$ cat src/rtl/lsu_pipe.sv
// -----------------------------------------------------------------------------
// lsu_pipe -- load/store unit between the execute stage and data memory.
//
// Accepts one memory op at a time from the execute stage, checks its width and
// alignment, and either raises a one-cycle exception pulse (no memory traffic)
// or issues a single word-aligned request to data memory over a valid/ready
// handshake. Store data and byte enables are steered to the addressed byte
// lane. Load data is shifted down from its lane, truncated to the access width
// and sign- or zero-extended. The core stalls on lsu_stall while an access is
// in flight.
//
// Parameters
//   XLEN    data/address width, 32 or 64
//   RD_W    destination register index width
//   STRB_W  byte-enable width, derived from XLEN (do not override)
//
// Ports
//   clk, reset        core clock, synchronous active-high reset
//   req_valid/ready   op handshake from the execute stage
//   req_we            1 = store, 0 = load
//   req_funct3        RISC-V width/sign field
//   req_addr          byte address
//   req_wdata         store data, LSB-aligned
//   req_rd            load destination register
//   mem_req_valid/ready  request handshake to data memory
//   mem_addr          word-aligned address
//   mem_wdata         store data in its byte lane
//   mem_wea           byte write enables, all 0 for loads
//   mem_resp_valid    load data valid from memory
//   mem_rdata         raw memory word
//   ld_valid          one-cycle writeback pulse
//   ld_data, ld_rd    aligned/extended load result and its register
//   exc_valid         one-cycle exception pulse
//   exc_cause         01 load misaligned, 10 store misaligned, 11 illegal width
//   lsu_stall         high whenever an access is in flight
// -----------------------------------------------------------------------------
module lsu_pipe #(
  parameter int XLEN   = 32,
  parameter int RD_W   = 5,
  parameter int STRB_W = XLEN / 8
) (
  input  logic              clk,
  input  logic              reset,
  input  logic              req_valid,
  output logic              req_ready,
  input  logic              req_we,
  input  logic [2:0]        req_funct3,
  input  logic [XLEN-1:0]   req_addr,
  input  logic [XLEN-1:0]   req_wdata,
  input  logic [RD_W-1:0]   req_rd,
  output logic              mem_req_valid,
  input  logic              mem_req_ready,
  output logic [XLEN-1:0]   mem_addr,
  output logic [XLEN-1:0]   mem_wdata,
  output logic [STRB_W-1:0] mem_wea,
  input  logic              mem_resp_valid,
  input  logic [XLEN-1:0]   mem_rdata,
  output logic              ld_valid,
  output logic [XLEN-1:0]   ld_data,
  output logic [RD_W-1:0]   ld_rd,
  output logic              exc_valid,
  output logic [1:0]        exc_cause,
  output logic              lsu_stall
);

  localparam int SFT_W = $clog2(STRB_W);

  typedef enum logic [1:0] {
    S_IDLE = 2'd0,
    S_REQ  = 2'd1,
    S_WAIT = 2'd2
  } state_t;

  localparam logic [1:0] CAUSE_LD_MISAL = 2'b01;
  localparam logic [1:0] CAUSE_ST_MISAL = 2'b10;
  localparam logic [1:0] CAUSE_ILLEGAL  = 2'b11;

  state_t r_state;
  state_t w_next_state;

  // Latched op, captured on acceptance of a legal request.
  logic              r_we;
  logic [2:0]        r_funct3;
  logic [SFT_W-1:0]  r_sft;
  logic [XLEN-1:0]   r_addr;
  logic [XLEN-1:0]   r_wdata;
  logic [STRB_W-1:0] r_wea;
  logic [RD_W-1:0]   r_rd;

  // Result/exception registers driving the pulse outputs.
  logic              r_ld_valid;
  logic [XLEN-1:0]   r_ld_data;
  logic [RD_W-1:0]   r_ld_rd;
  logic              r_exc_valid;
  logic [1:0]        r_exc_cause;

  // Request decode.
  logic              w_accept;
  logic              w_illegal;
  logic              w_misal;
  logic              w_fault;
  logic [1:0]        w_cause;
  logic [7:0]        w_mask8;
  logic [SFT_W-1:0]  w_sft;
  logic [STRB_W-1:0] w_wea;
  logic [XLEN-1:0]   w_wdata;
  logic [XLEN-1:0]   w_word_addr;

  // Load alignment.
  logic [XLEN-1:0]   w_field;
  logic [XLEN-1:0]   w_keep;
  logic              w_sign;
  logic [XLEN-1:0]   w_ld_ext;

  // ---------------------------------------------------------------------------
  // Width / alignment decode of the incoming request
  // ---------------------------------------------------------------------------
  // NOTE: every signal written in an always_comb gets a default first, so no
  // path through the case leaves it unassigned and no latch is inferred.
  always_comb begin
    w_illegal = 1'b0;
    w_misal   = 1'b0;
    w_mask8   = 8'h00;
    case (req_funct3)
      3'b000, 3'b100: w_mask8 = 8'h01;
      3'b001, 3'b101: begin
        w_mask8 = 8'h03;
        w_misal = req_addr[0];
      end
      3'b010: begin
        w_mask8 = 8'h0F;
        w_misal = |req_addr[1:0];
      end
      3'b110: begin
        // WU only exists when a word is narrower than the register.
        if (XLEN == 64) begin
          w_mask8 = 8'h0F;
          w_misal = |req_addr[1:0];
        end else begin
          w_illegal = 1'b1;
        end
      end
      3'b011: begin
        if (XLEN == 64) begin
          w_mask8 = 8'hFF;
          w_misal = |req_addr[2:0];
        end else begin
          w_illegal = 1'b1;
        end
      end
      default: w_illegal = 1'b1;
    endcase
  end

  // An illegal width reports as such even if the address is also misaligned.
  assign w_fault = w_illegal | w_misal;
  assign w_cause = w_illegal ? CAUSE_ILLEGAL :
                   (req_we   ? CAUSE_ST_MISAL : CAUSE_LD_MISAL);

  assign w_accept    = (r_state == S_IDLE) && req_valid;
  assign w_sft       = req_addr[SFT_W-1:0];
  // The mask truncation is safe: an 8-byte mask only decodes when XLEN=64.
  assign w_wea       = STRB_W'(w_mask8) << w_sft;
  assign w_wdata     = req_wdata << {w_sft, 3'b000};
  assign w_word_addr = {req_addr[XLEN-1:SFT_W], {SFT_W{1'b0}}};

  // ---------------------------------------------------------------------------
  // Load data alignment: shift the addressed lane down, keep the access width,
  // and fill the upper bits with the sign bit (signed) or zero (unsigned).
  // ---------------------------------------------------------------------------
  assign w_field = mem_rdata >> {r_sft, 3'b000};

  always_comb begin
    w_keep = '1;
    w_sign = 1'b0;
    case (r_funct3)
      3'b000: begin w_keep = XLEN'(8'hFF);         w_sign = w_field[7];  end
      3'b100: begin w_keep = XLEN'(8'hFF);                               end
      3'b001: begin w_keep = XLEN'(16'hFFFF);      w_sign = w_field[15]; end
      3'b101: begin w_keep = XLEN'(16'hFFFF);                            end
      3'b010: begin w_keep = XLEN'(32'hFFFF_FFFF); w_sign = w_field[31]; end
      3'b110: begin w_keep = XLEN'(32'hFFFF_FFFF);                       end
      default: begin w_keep = '1;                                        end
    endcase
  end

  assign w_ld_ext = (w_field & w_keep) | (w_sign ? ~w_keep : '0);

  // ---------------------------------------------------------------------------
  // FSM: state register
  // ---------------------------------------------------------------------------
  // NOTE: sequential state is assigned with <= so every register samples the
  // pre-edge values of the others, independent of statement order.
  always_ff @(posedge clk) begin
    if (reset) begin
      r_state <= S_IDLE;
    end else begin
      r_state <= w_next_state;
    end
  end

  // ---------------------------------------------------------------------------
  // FSM: next-state logic
  // ---------------------------------------------------------------------------
  always_comb begin
    w_next_state = r_state;
    case (r_state)
      S_IDLE: begin
        // Faulting ops are answered with an exception pulse from IDLE.
        if (req_valid && !w_fault) begin
          w_next_state = S_REQ;
        end
      end
      S_REQ: begin
        if (mem_req_ready) begin
          // Stores get no response; loads wait for their data.
          w_next_state = r_we ? S_IDLE : S_WAIT;
        end
      end
      S_WAIT: begin
        if (mem_resp_valid) begin
          w_next_state = S_IDLE;
        end
      end
      default: w_next_state = S_IDLE;
    endcase
  end

  // ---------------------------------------------------------------------------
  // FSM: outputs
  // ---------------------------------------------------------------------------
  // Memory request fields come from the latched op, so they stay stable for as
  // long as memory back-pressures, and read as zero outside REQ.
  always_comb begin
    req_ready     = 1'b0;
    lsu_stall     = 1'b1;
    mem_req_valid = 1'b0;
    mem_addr      = '0;
    mem_wdata     = '0;
    mem_wea       = '0;
    case (r_state)
      S_IDLE: begin
        req_ready = 1'b1;
        lsu_stall = 1'b0;
      end
      S_REQ: begin
        mem_req_valid = 1'b1;
        mem_addr      = r_addr;
        mem_wdata     = r_wdata;
        mem_wea       = r_wea;
      end
      default: begin
      end
    endcase
  end

  assign ld_valid  = r_ld_valid;
  assign ld_data   = r_ld_data;
  assign ld_rd     = r_ld_rd;
  assign exc_valid = r_exc_valid;
  assign exc_cause = r_exc_cause;

  // ---------------------------------------------------------------------------
  // Op latch, load result and exception registers
  // ---------------------------------------------------------------------------
  always_ff @(posedge clk) begin
    if (reset) begin
      r_we        <= 1'b0;
      r_funct3    <= 3'b000;
      r_sft       <= '0;
      r_addr      <= '0;
      r_wdata     <= '0;
      r_wea       <= '0;
      r_rd        <= '0;
      r_ld_valid  <= 1'b0;
      r_ld_data   <= '0;
      r_ld_rd     <= '0;
      r_exc_valid <= 1'b0;
      r_exc_cause <= 2'b00;
    end else begin
      r_ld_valid  <= 1'b0;
      r_exc_valid <= 1'b0;

      if (w_accept) begin
        if (w_fault) begin
          r_exc_valid <= 1'b1;
          r_exc_cause <= w_cause;
        end else begin
          r_we     <= req_we;
          r_funct3 <= req_funct3;
          r_sft    <= w_sft;
          r_addr   <= w_word_addr;
          r_wdata  <= w_wdata;
          // Loads never write memory.
          r_wea    <= req_we ? w_wea : '0;
          r_rd     <= req_rd;
        end
      end

      if ((r_state == S_WAIT) && mem_resp_valid) begin
        r_ld_valid <= 1'b1;
        r_ld_data  <= w_ld_ext;
        r_ld_rd    <= r_rd;
      end
    end
  end

endmodule

$ cat config.mk
export PLATFORM = sky130hd
export DESIGN_NAME = lsu_pipe
export DESIGN_NICKNAME = d
export VERILOG_FILES = /design/src/rtl/lsu_pipe.sv
export SDC_FILE = /design/constraint.sdc
export NUM_CORES = 1
export LEC_CHECK = 0
export CAP_MARGIN = 20
export CORE_MARGIN = 4
export CORE_UTILIZATION = 44
export DETAILED_ROUTE_END_ITERATION = 10
export GPL_TIMING_DRIVEN = 0
export PLACE_DENSITY_LB_ADDON = 0.1
export SLEW_MARGIN = 20
export SYNTH_ARGS = -nofsm -noshare
export SYNTH_HDL_FRONTEND = slang
export SYNTH_SLANG_ARGS = --single-unit
$ cat constraint.sdc
create_clock -name clk -period 1.85 [get_ports clk]
set_input_delay 0.37 -clock clk [delete_from_list [all_inputs] [get_ports clk]]
set_output_delay 0.37 -clock clk [all_outputs]
set_load 0.02 [all_outputs]
# --- After elaboration in Yosys (flattened, before gate mapping) ---
# Index checks and enable logic that the tools add are counted.
classes:
  n_eq_ne: 13
  shifts: 3
  n_mux: 22
  bitwise: 6
  reduce_logical: 17
ops:
  columns: ["op", "n"]
  rows:
  - ["$mux W32", 3]
  - ["$pmux W32 S2", 1]
  - ["$and A32 B32 Y32", 1]
  - ["$not A32 Y32", 1]
  - ["$or A32 B32 Y32", 1]
  - ["$shl A32 B5 Y32", 1]
  - ["$shr A32 B5 Y32", 1]
  - ["$eq A3 B3 Y1 const B", 4]
  - ["$mux W2", 6]
  - ["$pmux W4 S3", 1]
  - ["$reduce_or A2 Y1", 6]
  - ["$mux W4", 2]
  - ["$eq A3 B1 Y1 const B", 2]
  - ["$eq A3 B2 Y1 const B", 2]
  - ["$logic_not A3 Y1", 2]
  - ["$mux W1", 6]
  - ["$pmux W2 S3", 1]
  - ["$reduce_or A5 Y1", 1]
  - ["$ne A2 B2 Y1 const B", 2]
  - ["$reduce_and A2 Y1", 2]
  - ["$shl A4 B2 Y4", 1]
  - ["$logic_and A1 B1 Y1", 3]
  - ["$pmux W1 S3", 1]
  - ["$reduce_and A3 Y1", 1]
  - ["other kinds (8)", 9]
totals:
  reg_bits: 120
  input_bits: 110
  output_inout_bits: 112

# --- Longest topological paths before layout ---
logic_depth:
  ltp_word: 8
  mapped_depth: 7

# --- Worst setup path before layout ---
# Ideal clock, no wire load.
synth_path:
  kind: "flip-flop to output port"
  startpoint: "register r_state[0]"
  endpoint: "output mem_addr[10]"
  arrival_ps: 1348
  path_slack_ps: 132
  path_stages_with_launch: 5
  path_cell_list: "dfxtp_1 > nor2b_1 > clkbuf_1 > clkbuf_1 > and2_1"
synth_between:
  elab_chain_len: 2
synth_rtl:
  columns: ["item", "line", "source"]
  rows:
  - ["start: declaration", "78", "state_t r_state;"]
  - ["start signal: assignment", "198", "r_state <= w_next_state;"]
  - ["$eq A2 B1 Y1", "241", "case (r_state)"]
  - ["$mux W32", "241", null]
  - ["end: declaration", "53", "output logic [XLEN-1:0] mem_addr,"]
# No other way between the ends.

# --- Worst setup path in the final report ---
layout_path:
  startpoint: "register r_state[0]"
  endpoint: "output mem_addr[13]"
# Same word-level chain as after synthesis.

==> impl_metrics.toml <==
[logic_synthesis]
avgSynthCellArea_sq_um = 8.18
syn_area_sq_um = 5750
ys_async_sr_fraction = 0
synth_fa_ha_area_frac = 0
yosys.area_share.xor_xnor = 0
synth_top_family_by_area = "simple AND/OR/NAND/NOR gates"
yosys.area_share.simple = 0.239
synth_seq_cells = 120
synth_edf_count = 0
seq_area_frac_synth = 0.418
ys_warn_count = 0
synthFlopType = "dfxtp_1"
synthMuxAreaShare = 0.101
synthCells = 703
synth_compound_area_frac = 0.187
synth_cell_types = 48

[min_path]
hp-class = "in2reg"
min_delay_path_depth = 2

[timing]
final-max-slew-violation-count = 0
timing.setup.tns_ns = -4.10
max_slew_margin = 0.474
tightest_slew_ns = 0.786
rsz0062_at_grt = "yes"
fin_crit_ns = 1.95
setup_viol = 59
fin_worst_skew_ns = 0.00857
finalHoldViolCount = 0
finalCritPeriodShare = 1.06
finalWorstSetupSlack_ns = -0.103
holdWs_ns = 0.282
max_freq_mhz = 512

[status]
violations = "negative setup slack"
outcome = "complete, but fails checks"

[power]
power_frac_comb = 0.154
total_power_w = 0.00729
pwr-share-clk = 0.471
intPower_w = 0.00544
p_per_area_nw_per_um2 = 807
ir_drop_mv = 0.626
pwr-share-seq = 0.375
p_sw_w = 0.00185
power.leakage_nw = 3.49
power_switching_share = 0.254

[drt]
routed_wl_um = 20800
ant_nets = 0
vias = 6024
wire_per_inst_um = 18.3
viasPerCell = 5.29
drtPass1Iterations = 5
drt_iter0_drc = 342
drc = 0

[setup_path]
crit_required_ns = 1.48
worstPathCellList = "nor2b_4, clkbuf_8, clkbuf_8, and2_1, buf_4"
reg2reg_from = "r_state[0]"
crit_slowest_cell = "dfxtp_2"
worstPathArrival_ns = 1.58
r2r_cells = 7
critPathCapture = "mem_addr[13]"
crit_start = "r_state[0]"
worst-path-buf-inv = 3
critPathLaunchType = "flop"
regToRegSetupSlack_ns = 0.01
crit_family = "buffers and inverters"
cp_max_fo = 10
cpPeakStageDelay_ns = 0.33
crit_cells = 5
path_common_cell = "clkbuf_8"
crit_type = "reg2out"
r2r-end = "r_wdata[2]"
endpoint_kind = "output port"

[clocking]
cts_made_buffers = 17
cts_tree = "yes"
clockBufferDepth = 2
cts_hold_buffers = 0
clkSlewWorstSetupHoldPaths_ns = 0.06
clockRootBuffer = "clkbuf_16"
clk_latency_ns = 0.42
cts.sinks = 120
cts.htree.levels = 4

[grt]
track_usage = 0.271
grt_first_pass_wirelength_um = 31400
grt_max_degree = 17
antenna_found_initial = 2
grt_pass1_vias = 6009
overflow = 0

[die]
die_y_um = 122
die-area_sq_um = 15000
die_x_um = 122
num_io_pins = 222
core-area_sq_um = 12700
rows = 41
start_util = 0.452

[place]
io_buffer_count = 217
dp.cells = 1093
gp_congestion = 0.991
hpwl_um = 15600

[cells_and_area]
final_layout_size_suffix_gt1_frac = 0.223
instances_no_fill = 1139
nNetsFinal = 1062
syn_to_final_growth_pct = 57.0
final_cell_mix = "nand2_1 (145), clkdlybuf4s50_1 (145), dfxtp_1 (117), a21oi_1 (107), and2_1 (50)"

[job]
drv_cap = 0
-- per-layer routing --
layer | GRT usage | wire length, um | up-vias
met5 | 0 | 0 | -
met4 | 0.113 | 601 | 0
met1 | 0.317 | 8340 | 2824
li1 | - | - | 2912
met2 | 0.468 | 10400 | 247
met3 | 0.0733 | 1480 | 41
-- cell families (layout without fill, tap and decap cells) --
group                  Yosys count  count (layout)
AOI/OAI and AO/OA              172             172
and+or+nand+nor                293             293
muxes                           51              51
other                            1               4
buffers and inverters           66             327
DFF                            120             120
-- flip-flops by register name, indices dropped and copies added (netlist names), 2 cells and up --
| register | count |
|---|---|
| exc_cause | 2 |
| r_wea | 4 |
| r_funct3 | 3 |
| ld_rd | 5 |
| r_wdata | 32 |
| r_rd | 5 |
| ld_data | 32 |
| r_state | 2 |
| r_addr | 30 |
| r_sft | 2 |
-- Yosys cell counts (all sizes together) (2+ instances only) --
| library cell | count | share of area |
|---|---|---|
| nor4 | 2 | 0.0048 |
| o211ai | 14 | 0.018 |
| nor2 | 37 | 0.024 |
| inv | 5 | 0.0033 |
| a221oi | 8 | 0.012 |
| a21oi | 108 | 0.094 |
| nand2b | 2 | 0.0022 |
| or3b | 2 | 0.0030 |
| a22o | 7 | 0.011 |
| a211oi | 16 | 0.030 |
| a311oi | 2 | 0.0030 |
| mux4 | 2 | 0.0085 |
| nand2 | 146 | 0.097 |
| mux2i | 24 | 0.042 |
| o21ai | 9 | 0.0078 |
| and2 | 66 | 0.072 |
| nor3 | 9 | 0.0078 |
| nand4 | 3 | 0.0033 |
| nand3 | 17 | 0.015 |
| dfxtp | 120 | 0.42 |
| nor2b | 5 | 0.0054 |
| buf | 26 | 0.029 |
| clkbuf | 35 | 0.023 |
| mux2 | 25 | 0.050 |
-- area by class of cell --
cell class	count	area, sq um
diodes	2	5.00
fillers	1069	3690
repair buffers	231	2240
well taps	172	215
clock buffers	20	457
plain buffers	59	383
inverters	5	18.8
flip-flops and latches	120	2410
multi-input cells	518	3140
clock inverters	12	164
-- worst min-delay path by stage --
stage	to	start	slack (ns)
2_1_floorplan	r_wdata[15]	r_wdata[15]	0.43
3_5_place_dp	r_wdata[1]	r_wdata[1]	0.44
5_1_grt	r_sft[1]	req_addr[1]	0.31
3_3_place_gp	r_addr[8]	r_addr[8]	0.44
4_1_cts	ld_valid	reset	0.28
6_report	ld_valid	reset	0.28
-- what timing repair did --
item,in CTS,in global routing
resized for setup,352,61
pin swaps,1,7
gates cloned,1,4
setup endpoints to repair,101,174
buffers inserted,4,5
endpoints found under the hold margin,0,0
-- through the flow --
step | setup slack [ns] | area [sq um] | utilization
floorplan | 0.132 | 5760 | -
global placement | -1.04 | 8140 | 0.640
detailed placement | -1.12 | 8140 | 0.640
CTS | -0.0865 | 8760 | 0.689
global route | -0.159 | 9030 | 0.710
finish | -0.103 | 9030 | 0.710
-- power groups by stage --
| stage | Clock (W) | Sequential [W] | Combinational [W] |
|---|---|---|---|
| floorplan | 0 | 0.00279 | 0.000517 |
| global placement | 0 | 0.00278 | 0.00100 |
| detailed placement | 0 | 0.00279 | 0.00102 |
| CTS | 0.00347 | 0.00273 | 0.00105 |
| global route | 0.00360 | 0.00274 | 0.00120 |
| finish | 0.00343 | 0.00274 | 0.00112 |
Power figures use the tool's default switching activity.
